**config.mk**
```make
export PLATFORM = sky130hd
export DESIGN_NAME = decode
export DESIGN_NICKNAME = d
export VERILOG_FILES = /design/src/rtl/decode_pkg.sv /design/src/rtl/decode_imm_gen.sv /design/src/rtl/decode.sv
export SDC_FILE = /design/constraint.sdc
export NUM_CORES = 1
export LEC_CHECK = 0
export CORE_MARGIN = 4
export CORE_UTILIZATION = 35
export DETAILED_ROUTE_END_ITERATION = 8
export PLACE_DENSITY_LB_ADDON = 0.3
export SYNTH_ARGS = -nofsm -noshare
export SYNTH_HDL_FRONTEND = slang
export SYNTH_SLANG_ARGS = --single-unit
```
**constraint.sdc**
```tcl
create_clock -name clock -period 5.5 [get_ports clock]
set_input_delay 1.1 -clock clock [delete_from_list [all_inputs] [get_ports clock]]
set_output_delay 1.1 -clock clock [all_outputs]
set_load 0.1 [all_outputs]
```
**src/rtl/decode_pkg.sv**
```systemverilog
// Shared decode definitions: RV32I opcodes, ALU and operand-A encodings,
// and immediate-format extraction helpers.
package decode_pkg;

    typedef enum logic [6:0] {
        OP_R      = 7'b0110011,
        OP_ALU_I  = 7'b0010011,
        OP_LOAD   = 7'b0000011,
        OP_STORE  = 7'b0100011,
        OP_BRANCH = 7'b1100011,
        OP_JAL    = 7'b1101111,
        OP_JALR   = 7'b1100111,
        OP_AUIPC  = 7'b0010111,
        OP_LUI    = 7'b0110111
    } opcode_e;

    typedef enum logic [1:0] {
        OPA_RS1  = 2'b00,
        OPA_PC   = 2'b01,
        OPA_PC4  = 2'b10,
        OPA_ZERO = 2'b11
    } op_a_sel_e;

    localparam logic [5:0] ALU_ADD  = 6'b000000;
    localparam logic [5:0] ALU_SUB  = 6'b001000;
    localparam logic [5:0] ALU_SLT  = 6'b000010;
    localparam logic [5:0] ALU_XOR  = 6'b000100;
    localparam logic [5:0] ALU_AND  = 6'b000111;
    localparam logic [5:0] ALU_SRA  = 6'b001101;
    localparam logic [5:0] ALU_BEQ  = 6'b010000;
    localparam logic [5:0] ALU_PASS = 6'b011111;

    function automatic logic [31:0] imm_i(input logic [31:0] ins);
        return {{20{ins[31]}}, ins[31:20]};
    endfunction

    function automatic logic [31:0] imm_s(input logic [31:0] ins);
        return {{20{ins[31]}}, ins[31:25], ins[11:7]};
    endfunction

    function automatic logic [31:0] imm_b(input logic [31:0] ins);
        return {{19{ins[31]}}, ins[31], ins[7], ins[30:25], ins[11:8], 1'b0};
    endfunction

    function automatic logic [31:0] imm_u(input logic [31:0] ins);
        return {ins[31:12], 12'b0};
    endfunction

    function automatic logic [31:0] imm_j(input logic [31:0] ins);
        return {{11{ins[31]}}, ins[31], ins[19:12], ins[20], ins[30:21], 1'b0};
    endfunction

endpackage

```
**src/rtl/decode_imm_gen.sv**
```systemverilog
// Immediate generator: picks the RV32I immediate format from the opcode;
// unrecognised opcodes yield zero.
module decode_imm_gen
    import decode_pkg::*;
(
    input  logic [31:0] i_instruction,
    output logic [31:0] o_imm32
);

    always_comb begin
        // NOTE: every combinational output gets a default first so no path leaves it unassigned (no latch).
        o_imm32 = '0;
        case (opcode_e'(i_instruction[6:0]))
            OP_ALU_I, OP_LOAD, OP_JALR: o_imm32 = imm_i(i_instruction);
            OP_STORE:                   o_imm32 = imm_s(i_instruction);
            OP_BRANCH:                  o_imm32 = imm_b(i_instruction);
            OP_JAL:                     o_imm32 = imm_j(i_instruction);
            OP_AUIPC, OP_LUI:           o_imm32 = imm_u(i_instruction);
            default:                    o_imm32 = '0;
        endcase
    end

endmodule

```
**src/rtl/decode.sv**
```systemverilog
// RV32I decode stage: register selects, immediate, ALU/operand/memory/writeback
// controls and the next-PC redirect; side-effects gated by a run flag.
module decode
    import decode_pkg::*;
#(
    parameter int ADDRESS_BITS = 16
) (
    input  logic                    clock,
    input  logic                    reset,
    input  logic [ADDRESS_BITS-1:0] PC,
    input  logic [31:0]             instruction,
    input  logic [ADDRESS_BITS-1:0] JALR_target,
    input  logic                    branch,
    output logic                    next_PC_select,
    output logic [ADDRESS_BITS-1:0] target_PC,
    output logic [4:0]              read_sel1,
    output logic [4:0]              read_sel2,
    output logic [4:0]              write_sel,
    output logic                    wEn,
    output logic                    branch_op,
    output logic [31:0]             imm32,
    output logic [1:0]              op_A_sel,
    output logic                    op_B_sel,
    output logic [5:0]              ALU_Control,
    output logic                    mem_wEn,
    output logic                    wb_sel
);

    logic                    r_run;
    logic                    w_wen;
    logic                    w_mem_wen;
    logic                    w_branch_op;
    logic                    w_jump;
    logic [31:0]             w_b_imm;
    logic [31:0]             w_j_imm;
    logic [ADDRESS_BITS-1:0] w_b_target;
    logic [ADDRESS_BITS-1:0] w_j_target;
    logic [ADDRESS_BITS-1:0] w_jalr_target;
    logic [2:0]              w_f3;

    // NOTE: asynchronous active-low clear with non-blocking update for sequential state.
    always_ff @(posedge clock or negedge reset) begin
        if (!reset) r_run <= 1'b0;
        else        r_run <= 1'b1;
    end

    decode_imm_gen u_imm_gen (
        .i_instruction (instruction),
        .o_imm32       (imm32)
    );

    assign read_sel1 = instruction[19:15];
    assign read_sel2 = instruction[24:20];
    assign write_sel = instruction[11:7];
    assign w_f3      = instruction[14:12];

    always_comb begin
        w_wen       = 1'b0;
        w_mem_wen   = 1'b0;
        w_branch_op = 1'b0;
        w_jump      = 1'b0;
        op_A_sel    = OPA_RS1;
        op_B_sel    = 1'b0;
        wb_sel      = 1'b0;
        ALU_Control = ALU_ADD;
        case (opcode_e'(instruction[6:0]))
            OP_R: begin
                w_wen       = 1'b1;
                ALU_Control = {2'b00, instruction[30], w_f3};
            end
            OP_ALU_I: begin
                w_wen       = 1'b1;
                op_B_sel    = 1'b1;
                // bit 30 only distinguishes SRAI from SRLI; elsewhere it is immediate data
                ALU_Control = (w_f3 == 3'b101) ? {2'b00, instruction[30], w_f3}
                                               : {3'b000, w_f3};
            end
            OP_LOAD: begin
                w_wen    = 1'b1;
                op_B_sel = 1'b1;
                wb_sel   = 1'b1;
            end
            OP_STORE: begin
                w_mem_wen = 1'b1;
                op_B_sel  = 1'b1;
            end
            OP_BRANCH: begin
                w_branch_op = 1'b1;
                ALU_Control = {3'b010, w_f3};
            end
            OP_JAL: begin
                w_wen       = 1'b1;
                w_jump      = 1'b1;
                op_A_sel    = OPA_PC4;
                ALU_Control = ALU_PASS;
            end
            OP_JALR: begin
                w_wen       = 1'b1;
                w_jump      = 1'b1;
                op_A_sel    = OPA_PC4;
                op_B_sel    = 1'b1;
                ALU_Control = ALU_PASS;
            end
            OP_AUIPC: begin
                w_wen    = 1'b1;
                op_A_sel = OPA_PC;
                op_B_sel = 1'b1;
            end
            OP_LUI: begin
                w_wen    = 1'b1;
                op_A_sel = OPA_ZERO;
                op_B_sel = 1'b1;
            end
            default: ;
        endcase
    end

    // Redirect targets use their own immediates so a non-branch still yields PC + B-imm.
    assign w_b_imm       = imm_b(instruction);
    assign w_j_imm       = imm_j(instruction);
    assign w_b_target    = PC + w_b_imm[ADDRESS_BITS-1:0];
    assign w_j_target    = PC + w_j_imm[ADDRESS_BITS-1:0];
    assign w_jalr_target = {JALR_target[ADDRESS_BITS-1:1], 1'b0};

    always_comb begin
        target_PC = w_b_target;
        case (opcode_e'(instruction[6:0]))
            OP_JAL:  target_PC = w_j_target;
            OP_JALR: target_PC = w_jalr_target;
            default: target_PC = w_b_target;
        endcase
    end

    assign wEn            = r_run & w_wen;
    assign mem_wEn        = r_run & w_mem_wen;
    assign branch_op      = r_run & w_branch_op;
    assign next_PC_select = r_run & (w_jump | (w_branch_op & branch));

endmodule

```
==> results.md <==
* Outcome: finished, final reports clean
* Cells after Synth at 275
* Worst relative slew slack at 34.8%
* Power per cell area at 176 nW/um^2
* Largest Register: r_run
* Static leakage at 1.69 nW
* Fill count at 430
* Post-synthesis cell type count at 56
* Die W at 80.8 um
* Initial DRC count at 163
* Routed len/inst at 15.6 um
* Grt total ovfl at 0
* DR vias at 2520
* Vias in the first global route at 2365
* Syn_area_per_cell at 6.75 sq um
* Register Area at 25.0 sq um
* Critical Path Fanout Max at 4
* IO Port Bufs at 141
* Async set or reset register ratio after synthesis at 100%
* Worst-path clk slew at 0 ps
* VDD IR max at 169 uV
* CP Class: in2out
* Final core occ at 66.8%
* Seq/Total Area, Yosys at 1.35%
* Ranking of synthesized cells by area: a21o_1 (11%), ha_1 (10%), nand2_1 (7.9%), buf_4 (7.3%), a21oi_1 (6.2%)
* Seq cells post-synth at 1
* Most used flip-flop cell after synthesis: dfrtp_1
* Final Hold Vio Count at 0
* Die area at 6530 sq um
* First-pass iteration count of the detailed router at 4
* Starting density of the core at 36.3%
* Post-layout min period at 5370 ps
* Total wire length at 7400 um
* Syn. warnings at 0
* Flip-flop count of the largest register after layout at 1
* Row count at 26
* Largest net degree at the start of global routing at 20
* Endpoints failing setup at 0
* Biggest regs: r_run (1)
* Dominant cell type by area after synthesis: a21o_1
* Gpl congestion at 0.905
* First-pass GRT wire length at 11200 um
* Setup bufs post-CTS at 0
* Syn_nets at 358
* Post-synth top area share at 10.9%
* CP max stage delay at 480 ps
* Die Height at 80.8 um
* RSZ-0062 raised after global routing: false
* Number of synthesized flops with an enable pin at 0
* Layout cell share with drive strength beyond 1 at 26.4%
* Area of the core at 5110 sq um
* Final nets at 490
* Initial antenna violation count at 0
* Max Cap Viol at 0
* Diodes inserted at 0
* Slew Limit Fails at 0
* Period utilisation layout at 97.6%
* Hpwl dp at 6260 um
* Max frequency at 186 MHz
* Synth-to-Final Area Change at 83.8%
* IO Pins at 144
* Commonest cells in the synthesized netlist: nand2_1 (39), a21o_1 (27), a21oi_1 (23)
* Synthesized area at 1860 sq um
* Setup crit end kind: output pin
* Hold_ws at 1250 ps
* Crit path DAT at 4270 ps
* Vias per cell at 5.31
* Worst Setup SP: instruction[1]
* Slowest stage cell, crit path: clkdlybuf4s50_1
* Hold Crit Class: in2async
* Worst path cell trace: clkdlybuf4s50_1 -> nand3_1 -> nor2_2 -> buf_4 -> mux2_2 -> ha_2 -> fa_2 -> a21o_1 -> a221oi_4 -> o21ai_2 -> or3_1 -> a32o_2 -> buf_12
* Worst Max-Slew Pin Slew at 974 ps
* Drc violations at 0
* Total GRT Usage at 20.9%
* CP Data Required Time at 4400 ps
* Multi-input gate area at 1690 sq um
* Category of the worst setup path launch point: input port
* Antenna Nets Post-Route at 0
* Most common cell in the netlist: nand2_1
* CTS Hold Buffers Added at 0
stage by stage:
stage | cells | setup TNS, ps | area [sq um] | total power, mW | setup slack (ps)
3_5_place_dp | 475 | -11.1 | 3410 | 0.599 | -11.1
6_report | 475 | 0 | 3410 | 0.599 | 134
3_3_place_gp | 475 | 0 | 3410 | 0.595 | 52.9
4_1_cts | 475 | 0 | 3400 | 0.599 | 27.5
5_1_grt | 475 | 0 | 3410 | 0.622 | 5.35
2_1_floorplan | 275 | -336 | 1910 | 0.396 | -336
where the power goes:
group          internal (mW)  switching [mW]
logic                  0.212           0.378
clock network              0               0
registers            0.00787        0.000399
area by class of cell:
| cell class | count | area share [%] |
|---|---|---|
| multi-input combinational | 239 | 49.4 |
| timing repair buffer | 162 | 46.9 |
| inverter | 3 | 0.330 |
| sequential | 1 | 0.734 |
| tap | 70 | 2.57 |
routing by layer:
metal	track usage, %	wire length [um]	part of all wire, %	up-vias
met5	0	0	0	-
met4	2.03	41	0.55	0
met3	2.66	695	9.4	4
met2	40.1	3820	52	101
met1	25.4	2850	38	1154
li1	-	-	-	1261
what timing repair did:
action | 4_1_cts | 5_1_grt
cloned | 0 | 0
endpoints found under the setup margin | 1 | 3
resized for setup | 3 | 3
pin swaps | 2 | 3
worst paths after layout:
| path | slack [ps] | end |
|---|---|---|
| min in group clock | 1840 | wEn |
| worst min-delay path | 1250 | r_run |
| max in group asynchronous | 4150 | r_run |
| worst max-delay path | 130 | target_PC[13] |
cell families (layout without fill, tap and decap cells):
kind of cell,Yosys count,in the layout,synth area share [%]
and+or+nand+nor,111,111,30.9
other,2,2,0.405
AOI/OAI and AO/OA,94,94,36.0
DFF,1,1,1.35
buffers and inverters,35,165,11.6
xor gates and xnor gates,7,7,3.30
adders and majority gates,16,16,11.2
muxes,9,9,5.26
critical path: cells and delay by family:
family | cells | cell delay [ps]
multiplexers | 1 | 330
AO/OA/AOI/OAI | 4 | 960
adder cells (fa/ha/maj) | 2 | 520
buffers and inverters | 3 | 780
AND/OR/NAND/NOR | 3 | 570
cell usage in the layout, fill, tap and decap left out, types with 8 or more instances in the layout:
cell and instances:
buf_12 15, a21oi_1 19, nor2b_1 8, ha_1 14, clkdlybuf4s50_1 77, nand2_1 39
nor2_1 19, buf_4 67, a21o_1 27, nand3_1 11, o21ai_0 10
(Power assumes the default switching activity.)
==> edit 1, RTL diff (config.mk and constraints unchanged) <==
`ADDRESS_BITS`: 16 -> 17.
--- a/src/rtl/decode.sv
+++ b/src/rtl/decode.sv
@@ -4,5 +4,5 @@
     import decode_pkg::*;
 #(
-    parameter int ADDRESS_BITS = 16
+    parameter int ADDRESS_BITS = 17
 ) (
     input  logic                    clock,
Ports: changed (resized JALR_target, PC and target_PC); port bits go from 144 to 147. The function was not compared with the original's and may differ.
==> edit 1 against the unedited design <==
- combinational power up 5.4%
- sequential cell count unchanged
- area after synthesis down 4.2%
- final area down 1.9%
- routed wire length down 2.9%
- sequential share of layout area about the same
- final cell count down 0.63%
- synthesized cell count down 1.1%
- total power up 5.4%
- critical path depth up 1
- worst setup slack better by 0.0087 ns
- critical path type unchanged
- highest routed layer unchanged
==> edit 1: results (changes against the unedited design) <==
place:
  place_hpwl_um: 6240  # was 6260 µm
  io_buffer_count: 144  # was 141
  place_congestion: 0.872  # was 0.905
route:
  drt_iter0_drc: 68  # was 163
  vias: 2489  # was 2520
  wl_per_cell_um: 15.2  # was 15.6 µm
power:
  p_leak_nw: 1.68  # was 1.69 nW
  switching_share_pct: 63.9  # was 63.3%
  ir_drop_uv: 158  # was 169 µV
worst_setup_path:
  critPathMaxFanout: 7  # was 4
  arrival_ns: 4.26  # was 4.27 ns
  slowest_delay_ns: 0.54  # was 0.48 ns
timing:
  whs_ns: 1.25  # about the same
  finalCriticalPeriod_ns: 5.36  # was 5.37 ns
global_routing:
  grt_pass1_wl_um: 11500  # was 11200 µm
  grt_max_degree: 22  # was 20
  grt_usage_pct: 21.6  # was 20.9%
yosys:
  synth_xor_xnor_area_share_pct: 6.33  # was 3.30%
  ys_types: 57  # was 56
  synth_fa_ha_area_share_pct: 11.7  # was 11.2%
  synth_commonest_cells: "55 x nand2_1, 25 x a21o_1, 25 x o21ai_0"  # was 39 x nand2_1, 27 x a21o_1, 23 x a21oi_1, 20 x nor2_1, 18 x buf_4
  ys_seq_area_share_pct: 1.41  # was 1.35%
  muxShareOfSynthArea_pct: 2.39  # was 5.26%
  syn_nets: 357  # was 358
  synth_area_leaders: "nand2_1 12%, a21o_1 11%, ha_1 11%"  # was a21o_1 11%, ha_1 10%, nand2_1 7.9%
final_layout:
  drive_above_1_share_pct: 25.9  # was 26.4%
  finalNetCount: 492  # was 490
outcome:
  status: "complete, no violations"  # unchanged
edit 1: cell types whose count changed after synthesis, sizes merged, moves of 4 or more:
| cell | delta |
|---|---|
| nand3 | -6 |
| nor2b | -8 |
| mux2 | -4 |
| nand2 | +16 |
| buf | -5 |
| o21ai | +13 |
| and2 | +9 |
| xor2 | +5 |
| a21oi | -6 |
edit 1: worst paths after layout:
path                                 start              end  depth (start not counted)
max in group asynchronous            reset  r_run$_DFF_PN0_                          1
worst max-delay path        instruction[6]    target_PC[11]                         14
worst min-delay path                 reset  r_run$_DFF_PN0_                          1
min in group clock         r_run$_DFF_PN0_              wEn                          2
edit 1: kinds of logic (layout without fill, tap and decap cells):
logic type,Yosys count,in the layout
and+or+nand+nor,113,113
AOI/OAI and AO/OA,95,95
xor gates and xnor gates,12,12
muxes,4,4
DFF,1,1
buffers and inverters,29,162
adders and majority gates,16,16
other,2,2
edit 1: per-stage QoR:
step / instance area, µm² / std cells / setup TNS, ns
finish: 3340 / 472 / 0
global route: 3340 / 472 / 0
CTS: 3330 / 472 / 0
detailed placement: 3330 / 472 / 0
global placement: 3330 / 472 / 0
floorplan: 1830 / 272 / -0.426
edit 1: layer usage:
metal | share of wire [%] | up-vias | wire length, µm | GRT usage, %
li1 | - | 1229 | - | -
met1 | 41 | 1145 | 2930 | 26.0
met2 | 50 | 111 | 3570 | 41.7
met3 | 8.7 | 4 | 625 | 2.72
met4 | 0.82 | 0 | 59 | 1.89
met5 | 0 | - | 0 | 0
edit 1: layout make-up:
class                   instances  area, µm²
inverters                       4       15.0
flip-flops and latches          1       25.0
well taps                      67       83.8
multi-input cells             242       1640
fillers                       440       1470
repair buffers                158       1580
edit 1: power by group through the flow:
stage | logic, W | registers [W] | clock network [W]
after floorplan | 0.000406 | 0.00000809 | 0
after global placement | 0.000615 | 0.00000823 | 0
after detailed placement | 0.000620 | 0.00000824 | 0
after CTS | 0.000622 | 0.00000824 | 0
after global routing | 0.000648 | 0.00000834 | 0
final | 0.000623 | 0.00000828 | 0
edit 1: what timing repair did:
item,4_1_cts,5_1_grt
buffers inserted,0,0
resized for setup,0,6
endpoints found under the setup margin,0,7
endpoints found under the hold margin,0,0
edit 1: worst max-delay path: cells and delay by family:
family | cells | cell delay [ns]
fa+ha+maj | 1 | 0.46
compound gates | 4 | 0.76
simple gates | 4 | 0.76
xor+xnor | 1 | 0.07
buf+inv | 4 | 1.10
==> edit 2, RTL diff (same flow settings) <==
Made on the original files. Put a register stage on the output `target_PC`. The value now appears one clock later. The other outputs are not delayed to match.
--- a/src/rtl/decode.sv
+++ b/src/rtl/decode.sv
@@ -26,4 +26,6 @@
     output logic                    wb_sel
 );
+
+    logic [ADDRESS_BITS-1:0] target_PC_d;
 
     logic                    r_run;
@@ -124,9 +126,9 @@
 
     always_comb begin
-        target_PC = w_b_target;
+        target_PC_d = w_b_target;
         case (opcode_e'(instruction[6:0]))
-            OP_JAL:  target_PC = w_j_target;
-            OP_JALR: target_PC = w_jalr_target;
-            default: target_PC = w_b_target;
+            OP_JAL:  target_PC_d = w_j_target;
+            OP_JALR: target_PC_d = w_jalr_target;
+            default: target_PC_d = w_b_target;
         endcase
     end
@@ -137,4 +139,8 @@
     assign next_PC_select = r_run & (w_jump | (w_branch_op & branch));
 
+    always_ff @(posedge clock) begin
+        target_PC <= target_PC_d;
+    end
+
 endmodule
 
Formal check against the unedited RTL: not equivalent (a bounded check fails within 4 cycles, from zero or initial values and one cycle with reset low).
==> edit 2 against the unedited design <==
- first-iteration DRC count decreased by 36%
- worst setup slack improved by 0.72 ns
- sequential cell count increased by 16
- routed wire length increased by 5.6%
- area after synthesis increased by 17%
- final area increased by 1.1%
- critical endpoint is now target_PC[13]$_DFF_P_
- critical path depth decreased by 2
- largest cell class unchanged
- utilization decreased by 9.2 points
- via count increased by 2.4%
- total power increased by 26%
==> edit 2: results (changes against the unedited design) <==
yosys:
  synthArstFlopShare_pct: 5.88  # was 100%
  ys.flop_type: "dfxtp_1"  # was dfrtp_1
  syn_nets: 377  # was 358
  syn_area_per_cell_um2: 7.40  # was 6.75 µm²
  ys_seq_area_share_pct: 15.9  # was 1.35%
  synth_area_leaders: "dfxtp_1 15%, a21o_1 9.7%, ha_1 8.6%"  # was a21o_1 11%, ha_1 10%, nand2_1 7.9%
  synth_commonest_cells: "28 x a21o_1, 28 x a21oi_1, 26 x nand2_1, 25 x nor2_1, 18 x buf_4"  # was 39 x nand2_1, 27 x a21o_1, 23 x a21oi_1, 20 x nor2_1, 18 x buf_4
power:
  power_frac_seq_pct: 20.2  # was 1.4%
  switching_share_pct: 54.0  # was 63.3%
  ir_drop_uv: 182  # was 169 µV
  p_leak_nw: 1.65  # was 1.69 nW
  power.density_nw_per_um2: 218  # was 176 nW/µm²
place:
  place_hpwl_um: 6230  # was 6260 µm
  place_inst: 484  # was 475
  place_congestion: 0.895  # was 0.905
  pre_cts_ws_ns: 0.654  # was -0.0111 ns
  placed_cell_area_um2: 3400  # was 3410 µm²
outcome:
  status: "complete, no violations"  # unchanged
route:
  viasPerCell: 5.29  # was 5.31
  wl_per_cell_um: 16.0  # was 15.6 µm
  finalWirelength_um: 7820  # was 7400 µm
  drt_iter0_drc: 105  # was 163
final_layout:
  fillers: 570  # was 430
  reg_top3: "target_PC (16), r_run (1)"  # was r_run (1)
  postLayoutCoreUtil_pct: 57.6  # was 66.8%
  diodes: 0  # unchanged
  finalNetCount: 497  # was 490
  drive_above_1_share_pct: 16.2  # was 26.4%
clock_network:
  clk_pin_slew_ns: 0.08  # was 0 ns
  ctsResizeCount: 0  # was 3
global_routing:
  grt_pass1_wl_um: 12200  # was 11200 µm
  grt_pass1_vias: 2544  # was 2365
  grt_usage_pct: 19.7  # was 20.9%
  grt_max_degree: 25  # was 20
timing:
  max_slew_margin_pct: 33.5  # was 34.8%
worst_setup_path:
  crit_path_start: "instruction[2]"  # was instruction[1]
  critPathMaxFanout: 11  # was 4
  arrival_ns: 4.79  # was 4.27 ns
-- edit 2: changes by cell type in the layout (fill, tap and decap cells not counted), sizes merged, moves of 4 or more --
cell | unedited run | this run
o22ai | 1 | 6
dfxtp | 0 | 16
buf | 82 | 49
a21oi | 23 | 30
clkdlybuf4s50 | 77 | 96
nor3 | 6 | 11
nor2 | 20 | 26
nand2 | 39 | 26
clkbuf | 0 | 4
-- edit 2: per-layer routing --
metal | GRT usage (%) | wire (µm) | up-vias
met5 | 0 | 0 | -
li1 | - | - | 1294
met1 | 25.1 | 3310 | 1159
met2 | 33.7 | 3690 | 113
met3 | 3.99 | 676 | 14
met4 | 5.24 | 140 | 0
-- edit 2: worst max-delay path, stage by stage --
cell,delay [ns]
clkdlybuf4s50_1,0.68
nand3_1,0.37
nor2_2,0.36
mux2_2,0.38
ha_1,0.21
fa_1,0.43
a21oi_1,0.21
o211a_1,0.23
o21ai_0,0.18
or3_1,0.39
a32o_1,0.25
-- edit 2: worst paths after layout --
check,to,slack (ns),depth (start not counted)
max,target_PC[13]$_DFF_P_,0.85,11
min,r_run$_DFF_PN0_,0.97,1
max in group asynchronous,r_run$_DFF_PN0_,4.43,1
min in group clock,target_PC[2]$_DFF_P_,1.39,3
-- edit 2: layout make-up --
class,count,area share [%]
multi-input cells,242,46.9
repair buffers,145,38.5
flip-flops and latches,17,10.0
well taps,75,2.72
clock buffers,4,1.31
inverters,5,0.544
-- edit 2: cells by family after synthesis --
group | after synthesis | share of synthesized area, %
flops | 17 | 15.9
other cells | 2 | 0.345
xor+xnor | 7 | 2.82
mux | 5 | 2.59
simple gates | 111 | 26.7
buf+inv | 35 | 10.1
compound gates | 101 | 32.0
fa+ha+maj | 16 | 9.55
